`src/rtl/score_keeper.sv`:
```
// score_keeper: game state machine, BCD score with saturation, session
// high score and difficulty level for the dinosaur runner.
// All outputs come straight from registers. Any DUT state is visible on
// o_state (0 IDLE, 1 RUN, 2 PAUSED, 3 OVER).
module score_keeper #(
   parameter int NUM_DIGITS = 4,
   parameter int PERIOD     = 30,
   parameter int BONUS_PTS  = 5,
   parameter int LEVEL_STEP = 100,
   parameter int MAX_LEVEL  = 7,
   parameter int LEVEL_W    = 3
) (
   input  logic                      i_clk3,
   input  logic                      i_reset,
   input  logic                      i_start,
   input  logic                      i_pause,
   input  logic                      i_game_over,
   input  logic                      i_bonus,
   output logic [4*NUM_DIGITS-1:0]   o_score_bcd,
   output logic [4*NUM_DIGITS-1:0]   o_hiscore_bcd,
   output logic [LEVEL_W-1:0]        o_level,
   output logic                      o_level_up,
   output logic                      o_new_record,
   output logic [1:0]                o_state
);

   localparam int SW    = 4 * NUM_DIGITS;
   localparam int FW    = (PERIOD > 2) ? $clog2(PERIOD) : 1;
   localparam int ACC_W = $clog2(LEVEL_STEP + 10) + 1;
   localparam logic [SW-1:0]      ALL_NINES  = {NUM_DIGITS{4'h9}};
   localparam logic [FW-1:0]      FRAME_LAST = FW'(PERIOD - 1);
   localparam logic [ACC_W-1:0]   STEP_VAL   = ACC_W'(LEVEL_STEP);
   localparam logic [LEVEL_W-1:0] LEVEL_TOP  = LEVEL_W'(MAX_LEVEL);

   typedef enum logic [1:0] {
      ST_IDLE   = 2'd0,
      ST_RUN    = 2'd1,
      ST_PAUSED = 2'd2,
      ST_OVER   = 2'd3
   } state_t;

   state_t             r_state;
   state_t             w_state_next;
   logic [SW-1:0]      r_score;
   logic [SW-1:0]      r_hiscore;
   logic [LEVEL_W-1:0] r_level;
   logic               r_level_up;
   logic               r_new_record;
   logic [FW-1:0]      r_frame;
   logic [ACC_W-1:0]   r_acc;

   logic               w_active;
   logic               w_tick;
   logic               w_bonus_ok;
   logic [3:0]         w_addend;
   logic [SW-1:0]      w_score_next;
   logic [ACC_W-1:0]   w_acc_sum;
   logic               w_level_hit;
   logic               w_enter_over;
   logic               w_restart;
   logic               w_saturated;

   // Tick/bonus qualification: game_over freezes the score on its final edge
   // so the high-score compare sees a settled value.
   always_comb begin
      w_active     = (r_state == ST_RUN) && !i_pause && !i_game_over;
      w_tick       = w_active && (r_frame == FRAME_LAST);
      w_bonus_ok   = (r_state == ST_RUN) && !i_game_over && i_bonus;
      w_addend     = {3'b000, w_tick} + (w_bonus_ok ? 4'(BONUS_PTS) : 4'd0);
      w_saturated  = (r_score == ALL_NINES);
      w_acc_sum    = r_acc + ACC_W'(w_addend);
      w_level_hit  = !w_saturated && (w_acc_sum >= STEP_VAL);
      w_enter_over = ((r_state == ST_RUN) || (r_state == ST_PAUSED)) && i_game_over;
      w_restart    = ((r_state == ST_IDLE) || (r_state == ST_OVER)) && i_start;
   end

   // BCD add of the addend with ripple carry; a carry out of the top digit
   // pins the score at all nines instead of wrapping.
   always_comb begin
      logic [4:0] v_sum;
      logic [3:0] v_carry;
      logic [SW-1:0] v_res;
      v_carry = w_addend;
      v_res   = '0;
      v_sum   = '0;
      for (int i = 0; i < NUM_DIGITS; i++) begin
         v_sum = {1'b0, r_score[4*i +: 4]} + {1'b0, v_carry};
         if (v_sum >= 5'd10) begin
            v_res[4*i +: 4] = 4'(v_sum - 5'd10);
            v_carry         = 4'd1;
         end else begin
            v_res[4*i +: 4] = v_sum[3:0];
            v_carry         = 4'd0;
         end
      end
      w_score_next = (v_carry != 4'd0) ? ALL_NINES : v_res;
   end

   // Game state register.
   always_ff @(posedge i_clk3 or posedge i_reset) begin
      if (i_reset) r_state <= ST_IDLE;
      else         r_state <= w_state_next;
   end

   // Next-state logic; game_over wins over pause and start.
   always_comb begin
      w_state_next = r_state;
      case (r_state)
         ST_IDLE:   if (i_start) w_state_next = ST_RUN;
         ST_RUN: begin
            if (i_game_over)  w_state_next = ST_OVER;
            else if (i_pause) w_state_next = ST_PAUSED;
         end
         ST_PAUSED: begin
            if (i_game_over)   w_state_next = ST_OVER;
            else if (!i_pause) w_state_next = ST_RUN;
         end
         ST_OVER:   if (i_start) w_state_next = ST_RUN;
         default:   w_state_next = ST_IDLE;
      endcase
   end

   // Score, frame counter, level accumulator and high-score bookkeeping.
   always_ff @(posedge i_clk3 or posedge i_reset) begin
      if (i_reset) begin
         r_score      <= '0;
         r_hiscore    <= '0;
         r_level      <= '0;
         r_level_up   <= 1'b0;
         r_new_record <= 1'b0;
         r_frame      <= '0;
         r_acc        <= '0;
      end else begin
         r_level_up <= 1'b0;
         if (w_restart) begin
            r_score      <= '0;
            r_level      <= '0;
            r_frame      <= '0;
            r_acc        <= '0;
            r_new_record <= 1'b0;
         end else if (r_state == ST_RUN) begin
            if (w_active) r_frame <= w_tick ? '0 : r_frame + FW'(1);
            r_score <= w_score_next;
            if (!w_saturated) begin
               if (w_level_hit) begin
                  r_acc <= w_acc_sum - STEP_VAL;
                  if (r_level != LEVEL_TOP) begin
                     r_level    <= r_level + LEVEL_W'(1);
                     r_level_up <= 1'b1;
                  end
               end else begin
                  r_acc <= w_acc_sum;
               end
            end
         end
         if (w_enter_over && (r_score > r_hiscore)) begin
            r_hiscore    <= r_score;
            r_new_record <= 1'b1;
         end
      end
   end

   assign o_score_bcd   = r_score;
   assign o_hiscore_bcd = r_hiscore;
   assign o_level       = r_level;
   assign o_level_up    = r_level_up;
   assign o_new_record  = r_new_record;
   assign o_state       = r_state;

endmodule

```
`config.mk`:
```
export PLATFORM = sky130hd
export DESIGN_NAME = score_keeper
export DESIGN_NICKNAME = d
export VERILOG_FILES = /design/src/rtl/score_keeper.sv
export SDC_FILE = /design/constraint.sdc
export NUM_CORES = 1
export LEC_CHECK = 0
export CAP_MARGIN = 20
export CORE_AREA = 2 2 90 92
export CTS_CLUSTER_SIZE = 30
export DETAILED_ROUTE_END_ITERATION = 10
export DIE_AREA = 0 0 92 94
export PLACE_DENSITY = 0.73
export SETUP_SLACK_MARGIN = 0.3
export SLEW_MARGIN = 25
export SYNTH_ARGS = -nofsm -noshare
export SYNTH_HDL_FRONTEND = slang
export SYNTH_SLANG_ARGS = --single-unit
```
`constraint.sdc`:
```
create_clock -name i_clk3 -period 6.8 [get_ports i_clk3]
set_input_delay 2.04 -clock i_clk3 [delete_from_list [all_inputs] [get_ports i_clk3]]
set_output_delay 2.04 -clock i_clk3 [all_outputs]
set_load 0.02 [all_outputs]
```
==> impl_metrics.tcl, run 1 <==
set metrics [dict create \
    status "complete, but fails checks" \
    violations "negative setup slack" \
    combPwrFrac_pct 65.9 \
    fin_nets 567 \
    dp_slack_ns -1.81 \
    yosys_warnings 0 \
    setup_ws_ns -0.919 \
    grt_pass1_vias 3680 \
    tightest_slew_ns 0.734 \
    final_antenna_net_count 0 \
    reg2reg_to "o_score_bcd[1]" \
    firstDrtPassIters 4 \
    core-area_mm2 0.00761 \
    crit_buf_inv 6 \
    crit_path_top_delay_cell "ha_4" \
    fmax_mhz 130 \
    rsz0062_at_grt "true" \
    area_growth_pct 37.9 \
    drv_cap 0 \
    die_h_um 94 \
    most-common-layout-cells "buf_4, dfrtp_1, clkdlybuf4s50_1" \
    synth.distinct_cells 59 \
    maxSlewViolCount 0 \
    hpwl_um 6820 \
    placementRows 32 \
    seqPwrFrac_pct 24.8 \
    post-route-drc-count 0 \
    synth_edf_count 0 \
    peakVddDrop_mv 0.182 \
    drt_iter0_markers 193 \
    antenna_found_initial 0 \
    power.internal_uw 1290 \
    p_sw_share_pct 44.2 \
    period_share_pct 114 \
    end_kind "flop" \
    syn-cell-area_mm2 0.00382 \
    slowest_delay_ns 0.26 \
    fp.dieW_um 92 \
    grt_usage_pct 23.7 \
    synth.yosys.seq_area_share_pct 34.0 \
    syn-instance-count 422 \
    crit_family "adder cells" \
    drt_wl_total_um 9980 \
    portBuffers 44 \
    cp.depth 43 \
    holdBufCountCts 0 \
    drive_gt1_share_pct 25.8 \
    syn-mean-instance-area_um2 9.06 \
    max-clock-path-buffers 2 \
    cts_buffers 5 \
    pin_count 45 \
    root_buffer "clkbuf_8" \
    gr-total-overflow 0 \
    start_util_pct 50.2 \
    crit_type "input pin to flop" \
    final-setup-viol-count 16 \
    clk_latency_ns 0.32 \
    fin_skew_ns 0.00728 \
    total_power_uw 2310 \
    async_flop_share_pct 100 \
    antenna_cells 0 \
    endpoint "o_score_bcd[1]" \
    maxSlewHeadroom_pct 51.0 \
    cts_num_sinks 52 \
    final_area_mm2 0.00527 \
    reg2reg_slack_ns 0.17 \
    path_clk_slew_ns 0.10 \
    rr_startpoint "o_state[1]" \
    detail_route.wl_per_cell_um 15.9 \
    syn-num-nets 466 \
    clkPwrFrac_pct 9.3 \
    grt_max_degree 53 \
    layout_commonest_cell "buf_4" \
    power.switching_uw 1020 \
    fill_cells 593 \
    fin_cells 626 \
    arrival_ns 7.93 \
    synthFlopType "dfrtp_1" \
    crit_path_start "i_game_over" \
    via_per_inst 5.75 \
    crit_top_cell "ha_4" \
    die_area_mm2 0.00865 \
    htreeDepth 2 \
    hp-class "flop to flop" \
    cp_max_fo 6 \
    p_leak_uw 0.00234 \
    r2r_cells 44 \
    cp-start-kind "input pin" \
    ys_ff_latch 52 \
    cts_tree "yes" \
    hold_violations 0 \
    vias 3600 \
    dpl-instance-area_mm2 0.00482 \
    grt_pass1_wl_um 16700 \
    power.density_mw_per_mm2 439 \
    placed_cells 592 \
    place.gp.congestion 0.828 \
    fin_crit_ns 7.72 \
    cp.required_ns 7.01 \
]
layout make-up:
| class | instances | area [um2] | share of cell area, % |
|---|---|---|---|
| clock buffer | 6 | 72.6 | 1.38 |
| clock inverter | 2 | 35.0 | 0.664 |
| inverter | 32 | 120 | 2.28 |
| multi-input combinational | 322 | 2650 | 50.3 |
| sequential | 52 | 1300 | 24.7 |
| tap | 102 | 128 | 2.42 |
| timing repair buffer | 110 | 966 | 18.3 |
cell families after synthesis:
group           synth area share (%)
compound gates                  19.8
xor+xnor                        3.63
fa+ha+maj                       12.4
buf+inv                         4.88
flops                           34.0
mux                             5.83
simple gates                    19.4
power groups by stage:
| stage | registers [uW] | clock network (uW) | logic, uW |
|---|---|---|---|
| after floorplan | 588 | 0 | 870 |
| after global placement | 564 | 0 | 1300 |
| after detailed placement | 571 | 0 | 1340 |
| after CTS | 565 | 222 | 1440 |
| after global routing | 594 | 234 | 1670 |
| final | 573 | 215 | 1530 |
worst reg2reg max path, delay by kind of cell, from the launching register on:
family                   cells  cell delay, ns
AO/OA/AOI/OAI                9            1.38
XOR/XNOR                     3            0.42
adder cells (fa/ha/maj)     13            2.56
buffers and inverters        6            0.56
flip-flops                   1            0.42
multiplexers                 1            0.19
AND/OR/NAND/NOR             12            0.99
stage by stage:
stage	hold WS, ns	util [%]	TNS (ns)
finish	0.490	69.3	-13.23
CTS	0.494	67.5	-11.97
detailed placement	0.472	63.4	-26.67
floorplan	0.507	-	-18.07
global route	0.527	69.3	-18.72
global placement	0.469	63.3	-23.55
flip-flops by register name (all words and copies together) (netlist names):
signal / cells
o_score_bcd: 16
o_state: 2
r_frame: 5
o_new_record: 1
r_acc: 8
o_hiscore_bcd: 16
o_level_up: 1
o_level: 3
worst min path at each step:
stage,startpoint,end,slack [ns],depth (start not counted)
floorplan,r_acc[0],r_acc[0],0.51,2
global placement,o_new_record,o_new_record,0.47,2
detailed placement,o_new_record,o_new_record,0.47,2
CTS,o_new_record,o_new_record,0.49,2
global route,o_new_record,o_new_record,0.53,2
finish,o_new_record,o_new_record,0.49,2
cells in the mapped netlist, types with 2 or more instances:
master	number	area share, %
mux2_1	6	1.8
or3_1	6	0.98
and2_1	4	0.65
o21ai_1	8	1.0
o21ai_0	15	2.0
nor3_1	11	1.4
and3_1	3	0.49
nand2_1	37	3.6
nor4bb_1	3	0.79
and4_1	2	0.46
nor4b_1	2	0.46
dfrtp_1	52	34
a21o_1	5	0.98
o32ai_1	2	0.46
o211ai_1	2	0.39
clkbuf_1	13	1.3
nand3b_1	3	0.59
mux2i_1	2	0.52
a32oi_1	2	0.46
o21a_1	8	1.6
a22o_1	8	1.8
nand4_1	10	1.6
nor2b_1	3	0.49
nand2b_1	8	1.3
a21oi_1	28	3.7
inv_1	31	3.0
a31oi_1	10	1.6
nand3_1	21	2.7
ha_1	38	12
nor2_1	19	1.9
xor2_1	2	0.46
xnor2_1	12	2.7
a41oi_1	3	0.69
mux2_2	12	3.5
o22ai_1	2	0.33
o221a_2	6	1.8
per-layer routing:
metal  share of wire [%]  vias up  wire length [um]  global-route usage, %
li1                    -     1757                 -                      -
met3                 3.3       10               332                   3.93
met2                  52       81              5170                   43.9
met4                 1.2        0               124                   6.72
met5                   0        -                 0                      0
met1                  44     1752              4350                   28.2
repair_timing:
item                                    CTS  global route
pin swaps                                20             9
endpoints found under the setup margin   16            16
buffers inserted                         19             7
resized for setup                        20            12
Note: power is estimated with default switching activity, not from simulation.
==> inputs of run 2 (changes only) <==
--- a/config.mk
+++ b/config.mk
@@ -10,7 +10,7 @@
 export CTS_CLUSTER_SIZE = 30
 export DETAILED_ROUTE_END_ITERATION = 10
 export DIE_AREA = 0 0 92 94
-export PLACE_DENSITY = 0.73
+export PLACE_DENSITY = 0.75
 export SETUP_SLACK_MARGIN = 0.3
 export SLEW_MARGIN = 25
 export SYNTH_ARGS = -nofsm -noshare
==> constraint.sdc (replaced) <==
create_clock -name i_clk3 -period 6.8 [get_ports i_clk3]
set_input_delay 1.36 -clock i_clk3 [delete_from_list [all_inputs] [get_ports i_clk3]]
set_output_delay 1.36 -clock i_clk3 [all_outputs]
set_load 0.02 [all_outputs]
==> impl_metrics.tcl, run 2 (synthesized netlist as in run 1, its figures left out) <==
set metrics [dict create \
    top_usage_layer "met2" \
    fin_nets 561 \
    maxSlewViolCount 0 \
    fin_crit_ns 7.08 \
    peakVddDrop_mv 0.190 \
    cp.required_ns 7.02 \
    final_util_pct 68.4 \
    fin_cells 620 \
    grt_usage_pct 23.1 \
    drt_iter0_markers 163 \
    maxSlewHeadroom_pct 54.1 \
    tightest_slew_ns 0.689 \
    crit_type "input pin to flop" \
    hp-start "o_new_record" \
    path_clk_slew_ns 0.11 \
    area_growth_pct 36.0 \
    final_antenna_net_count 0 \
    clk_latency_ns 0.32 \
    use_met3_pct 3.61 \
    detail_route.wl_per_cell_um 15.8 \
    r2r_cells 44 \
    p_leak_uw 0.00230 \
    min_to "o_new_record" \
    holdBufCountCts 0 \
    dp_slack_ns -1.16 \
    crit_family "adder cells" \
    cp_max_fo 5 \
    post-route-drc-count 0 \
    die_area_mm2 0.00865 \
    cts_num_sinks 52 \
    final-setup-viol-count 15 \
    hold_violations 0 \
    grt_max_degree 53 \
    pin_count 45 \
    drv_cap 0 \
    fin_skew_ns 0.0183 \
    violations "negative setup slack" \
    root_buffer "clkbuf_8" \
    placementRows 32 \
    start_util_pct 50.2 \
    whs_path_depth 2 \
    cts_buffers 5 \
    period_share_pct 104 \
    power.density_mw_per_mm2 439 \
    antenna_cells 0 \
    grt_pass1_vias 3454 \
    whs_ns 0.490 \
    fp.dieW_um 92 \
    hpwl_um 6970 \
    arrival_ns 7.30 \
    grt_pass1_wl_um 16200 \
    firstDrtPassIters 4 \
    reg2reg_slack_ns 0.14 \
    die_h_um 94 \
    use_met1_pct 30.0 \
    vias 3536 \
    end_kind "flop" \
    htreeDepth 2 \
    place.gp.congestion 0.856 \
    crit_top_cell "ha_4" \
    drt_wl_total_um 9790 \
    setup_ws_ns -0.278 \
    crit_buf_inv 6 \
    fmax_mhz 141 \
    gr-total-overflow 0 \
    crit_path_top_delay_cell "ha_4" \
    cp-start-kind "input pin" \
    portBuffers 44 \
    drive_gt1_share_pct 25.5 \
    most-common-layout-cells "buf_4, dfrtp_1, clkdlybuf4s50_1" \
    max-clock-path-buffers 2 \
    hp-class "flop to flop" \
    status "complete, but fails checks" \
    antenna_found_initial 0 \
    layout_commonest_cell "buf_4" \
    rsz0062_at_grt "true" \
    placed_cells 592 \
    via_per_inst 5.70 \
    cts_tree "yes" \
    use_met2_pct 40.3 \
    rr_startpoint "o_state[1]" \
    reg2reg_to "o_score_bcd[9]" \
    slowest_delay_ns 0.26 \
    core-area_mm2 0.00761 \
]
[run 2: cell types whose count changed in the layout (fill, tap and decap cells not counted), moves of 2 or more]
cell / before / now
buf_4: 59 / 55
inv_1: 29 / 27
o221a_2: 4 / 6
o221a_4: 2 / 0
[run 2: stage by stage]
stage / power [uW] / instance area, um2 / TNS (ns)
CTS: 2200 / 5060 / -1.32
detailed placement: 1920 / 4820 / -16.57
floorplan: 1460 / 4020 / -7.30
global placement: 1870 / 4810 / -12.50
finish: 2280 / 5200 / -3.59
global route: 2460 / 5200 / -8.00
[run 2: worst max-delay path by stage]
stage / start / end / slack (ns) / cells after the start
final: i_game_over / o_score_bcd[9] / -0.28 / 43
after CTS: i_game_over / o_score_bcd[14] / -0.15 / 43
after detailed placement: i_game_over / o_score_bcd[14] / -1.16 / 43
after global routing: i_game_over / o_score_bcd[14] / -0.60 / 43
after floorplan: i_game_over / o_score_bcd[14] / -0.54 / 42
after global placement: i_game_over / o_score_bcd[14] / -0.88 / 43
[run 2: routing by layer]
metal,wire length [um],share of wire [%]
met5,0,0
met4,87,0.89
met3,294,3.0
met2,4940,50
met1,4470,46
[run 2: power by group]
| group | switching, uW | leakage (uW) | internal (uW) |
|---|---|---|---|
| Sequential | 163 | 0.000684 | 406 |
| Combinational | 737 | 0.00155 | 744 |
| Clock | 110 | 0.0000614 | 121 |
[run 2: final cells by class]
cell class,instances,area [um2]
Clock inverter,2,38.8
Clock buffer,6,82.6
Multi-Input combinational cell,322,2620
Tap cell,102,128
Timing Repair Buffer,104,911
Inverter,32,123
Sequential cell,52,1300
Fill cell,603,2410
[run 2: tightest hold or removal path, stage by stage (launching register included)]
cell     delay [ns]
dfrtp_1        0.36
nand2_1        0.05
nand2_1        0.05
[run 2: repair_timing]
action                     4_1_cts  5_1_grt
setup buffers                    8       12
pin swaps                       18       22
resized for setup               19        9
setup endpoints to repair       16       16
==> inputs of run 3 (changes only) <==
--- a/config.mk
+++ b/config.mk
@@ -10,9 +10,9 @@
 export CTS_CLUSTER_SIZE = 30
 export DETAILED_ROUTE_END_ITERATION = 10
 export DIE_AREA = 0 0 92 94
-export PLACE_DENSITY = 0.75
+export PLACE_DENSITY = 0.87
 export SETUP_SLACK_MARGIN = 0.3
-export SLEW_MARGIN = 25
+export SLEW_MARGIN = 20
 export SYNTH_ARGS = -nofsm -noshare
 export SYNTH_HDL_FRONTEND = slang
 export SYNTH_SLANG_ARGS = --single-unit
==> impl_metrics.tcl, run 3 (synthesized netlist as in run 1, its figures left out) <==
set metrics [dict create \
    crit_family "adder cells" \
    drv_cap 0 \
    firstDrtPassIters 4 \
    layout_commonest_cell "buf_4" \
    end_kind "flop" \
    fin_skew_ns 0.0191 \
    total_power_uw 2290 \
    drive_gt1_share_pct 26.7 \
    crit_top_cell "ha_4" \
    path_clk_slew_ns 0.10 \
    placementRows 32 \
    rsz0062_at_grt "true" \
    via_per_inst 6.03 \
    grt_usage_pct 24.8 \
    maxSlewViolCount 0 \
    fin_crit_ns 7.27 \
    final-setup-viol-count 15 \
    detail_route.wl_per_cell_um 17.4 \
    final_area_mm2 0.00520 \
    fmax_mhz 138 \
    drt_iter0_markers 190 \
    most-common-layout-cells "buf_4, dfrtp_1, clkdlybuf4s50_1" \
    fp.dieW_um 92 \
    grt_pass1_vias 3721 \
    placed_cells 588 \
    fin_nets 563 \
    cts_buffers 5 \
    cp.required_ns 7.00 \
    dp_slack_ns -1.34 \
    crit_type "input pin to flop" \
    hp-class "flop to flop" \
    portBuffers 44 \
    cp-start-kind "input pin" \
    core-area_mm2 0.00761 \
    setup_tns_ns -6.33 \
    slowest_delay_ns 0.28 \
    clk_latency_ns 0.32 \
    max-clock-path-buffers 2 \
    hold_violations 0 \
    crit_path_top_delay_cell "ha_4" \
    violations "negative setup slack" \
    cts_tree "yes" \
    htreeDepth 2 \
    fin_cells 622 \
    area_growth_pct 36.1 \
    final_antenna_net_count 0 \
    p_leak_uw 0.00230 \
    antenna_found_initial 0 \
    peakVddDrop_mv 0.184 \
    antenna_cells 0 \
    pin_count 45 \
    drt_wl_total_um 10800 \
    grt_max_degree 33 \
    power.density_mw_per_mm2 440 \
    fill_cells 576 \
    die_area_mm2 0.00865 \
    status "complete, but fails checks" \
    place.gp.congestion 0.922 \
    tightest_slew_ns 0.698 \
    hpwl_um 7300 \
    holdBufCountCts 0 \
    setup_ws_ns -0.471 \
    cts_num_sinks 52 \
    maxSlewHeadroom_pct 53.5 \
    die_h_um 94 \
    start_util_pct 50.2 \
    period_share_pct 107 \
    post-route-drc-count 0 \
    gr-total-overflow 0 \
    crit_buf_inv 5 \
    cp_max_fo 8 \
    grt_pass1_wl_um 17400 \
    arrival_ns 7.47 \
    dpl-instance-area_mm2 0.00480 \
    vias 3749 \
    root_buffer "clkbuf_8" \
]
-- run 3: cell count changes in the layout (fill, tap and decap cells not counted), sizes merged --
cell / previous run / this run
buf: 61 / 63
clkinv: 1 / 3
bufinv: 1 / 0
clkbuf: 6 / 5
-- run 3: worst paths after layout --
kind                              start        endpoint  slack, ns  cells past startpoint
setup / recovery            i_game_over  o_score_bcd[1]      -0.47                     42
hold / removal             o_new_record    o_new_record       0.50                      2
setup reg to reg             o_state[1]  o_score_bcd[1]      -0.09                     43
hold reg to reg            o_new_record    o_new_record       0.50                      2
max in group asynchronous       i_reset  o_score_bcd[1]       4.90                      3
min in group asynchronous       i_reset      o_level[1]       1.37                      2
-- run 3: worst min-delay path: cells and delay by family (launching register included) --
family           cells  cell delay, ns
AND/OR/NAND/NOR      2            0.11
flip-flops           1            0.36
-- run 3: what timing repair did --
action                                  4_1_cts  5_1_grt
cloned                                        0        0
resized for setup                            15       17
endpoints found under the setup margin       16       16
buffers inserted                             17        8
pin swaps                                    20       19
-- run 3: per-stage QoR --
| stage | util (%) | hold slack [ns] |
|---|---|---|
| CTS | 66.5 | 0.511 |
| finish | 68.4 | 0.498 |
| global placement | 62.9 | 0.486 |
| global route | 68.4 | 0.551 |
| floorplan | - | 0.507 |
| detailed placement | 63.2 | 0.490 |
-- run 3: routing by layer --
| metal | GRT usage (%) | wire length [um] | vias to the layer above | part of all wire (%) |
|---|---|---|---|---|
| met5 | 0 | 0 | - | 0 |
| met4 | 10.4 | 326 | 0 | 3.0 |
| met3 | 3.93 | 565 | 27 | 5.2 |
| met2 | 44.4 | 5660 | 152 | 52 |
| met1 | 29.6 | 4250 | 1818 | 39 |
| li1 | - | - | 1752 | - |
-- run 3: area by class of cell --
cell class	count	area, um2	area share (%)
timing repair buffer	106	927	17.8
clock inverter	3	18.8	0.361
inverter	32	120	2.31
multi-input combinational	322	2640	50.7
sequential	52	1300	25.0
clock buffer	5	68.8	1.32
tap	102	128	2.45
-- run 3: report_power, final --
| part | switching, uW | internal (uW) |
|---|---|---|
| Clock | 113 | 72.2 |
| Sequential | 171 | 406 |
| Combinational | 780 | 744 |
| Total | 1060 | 1220 |
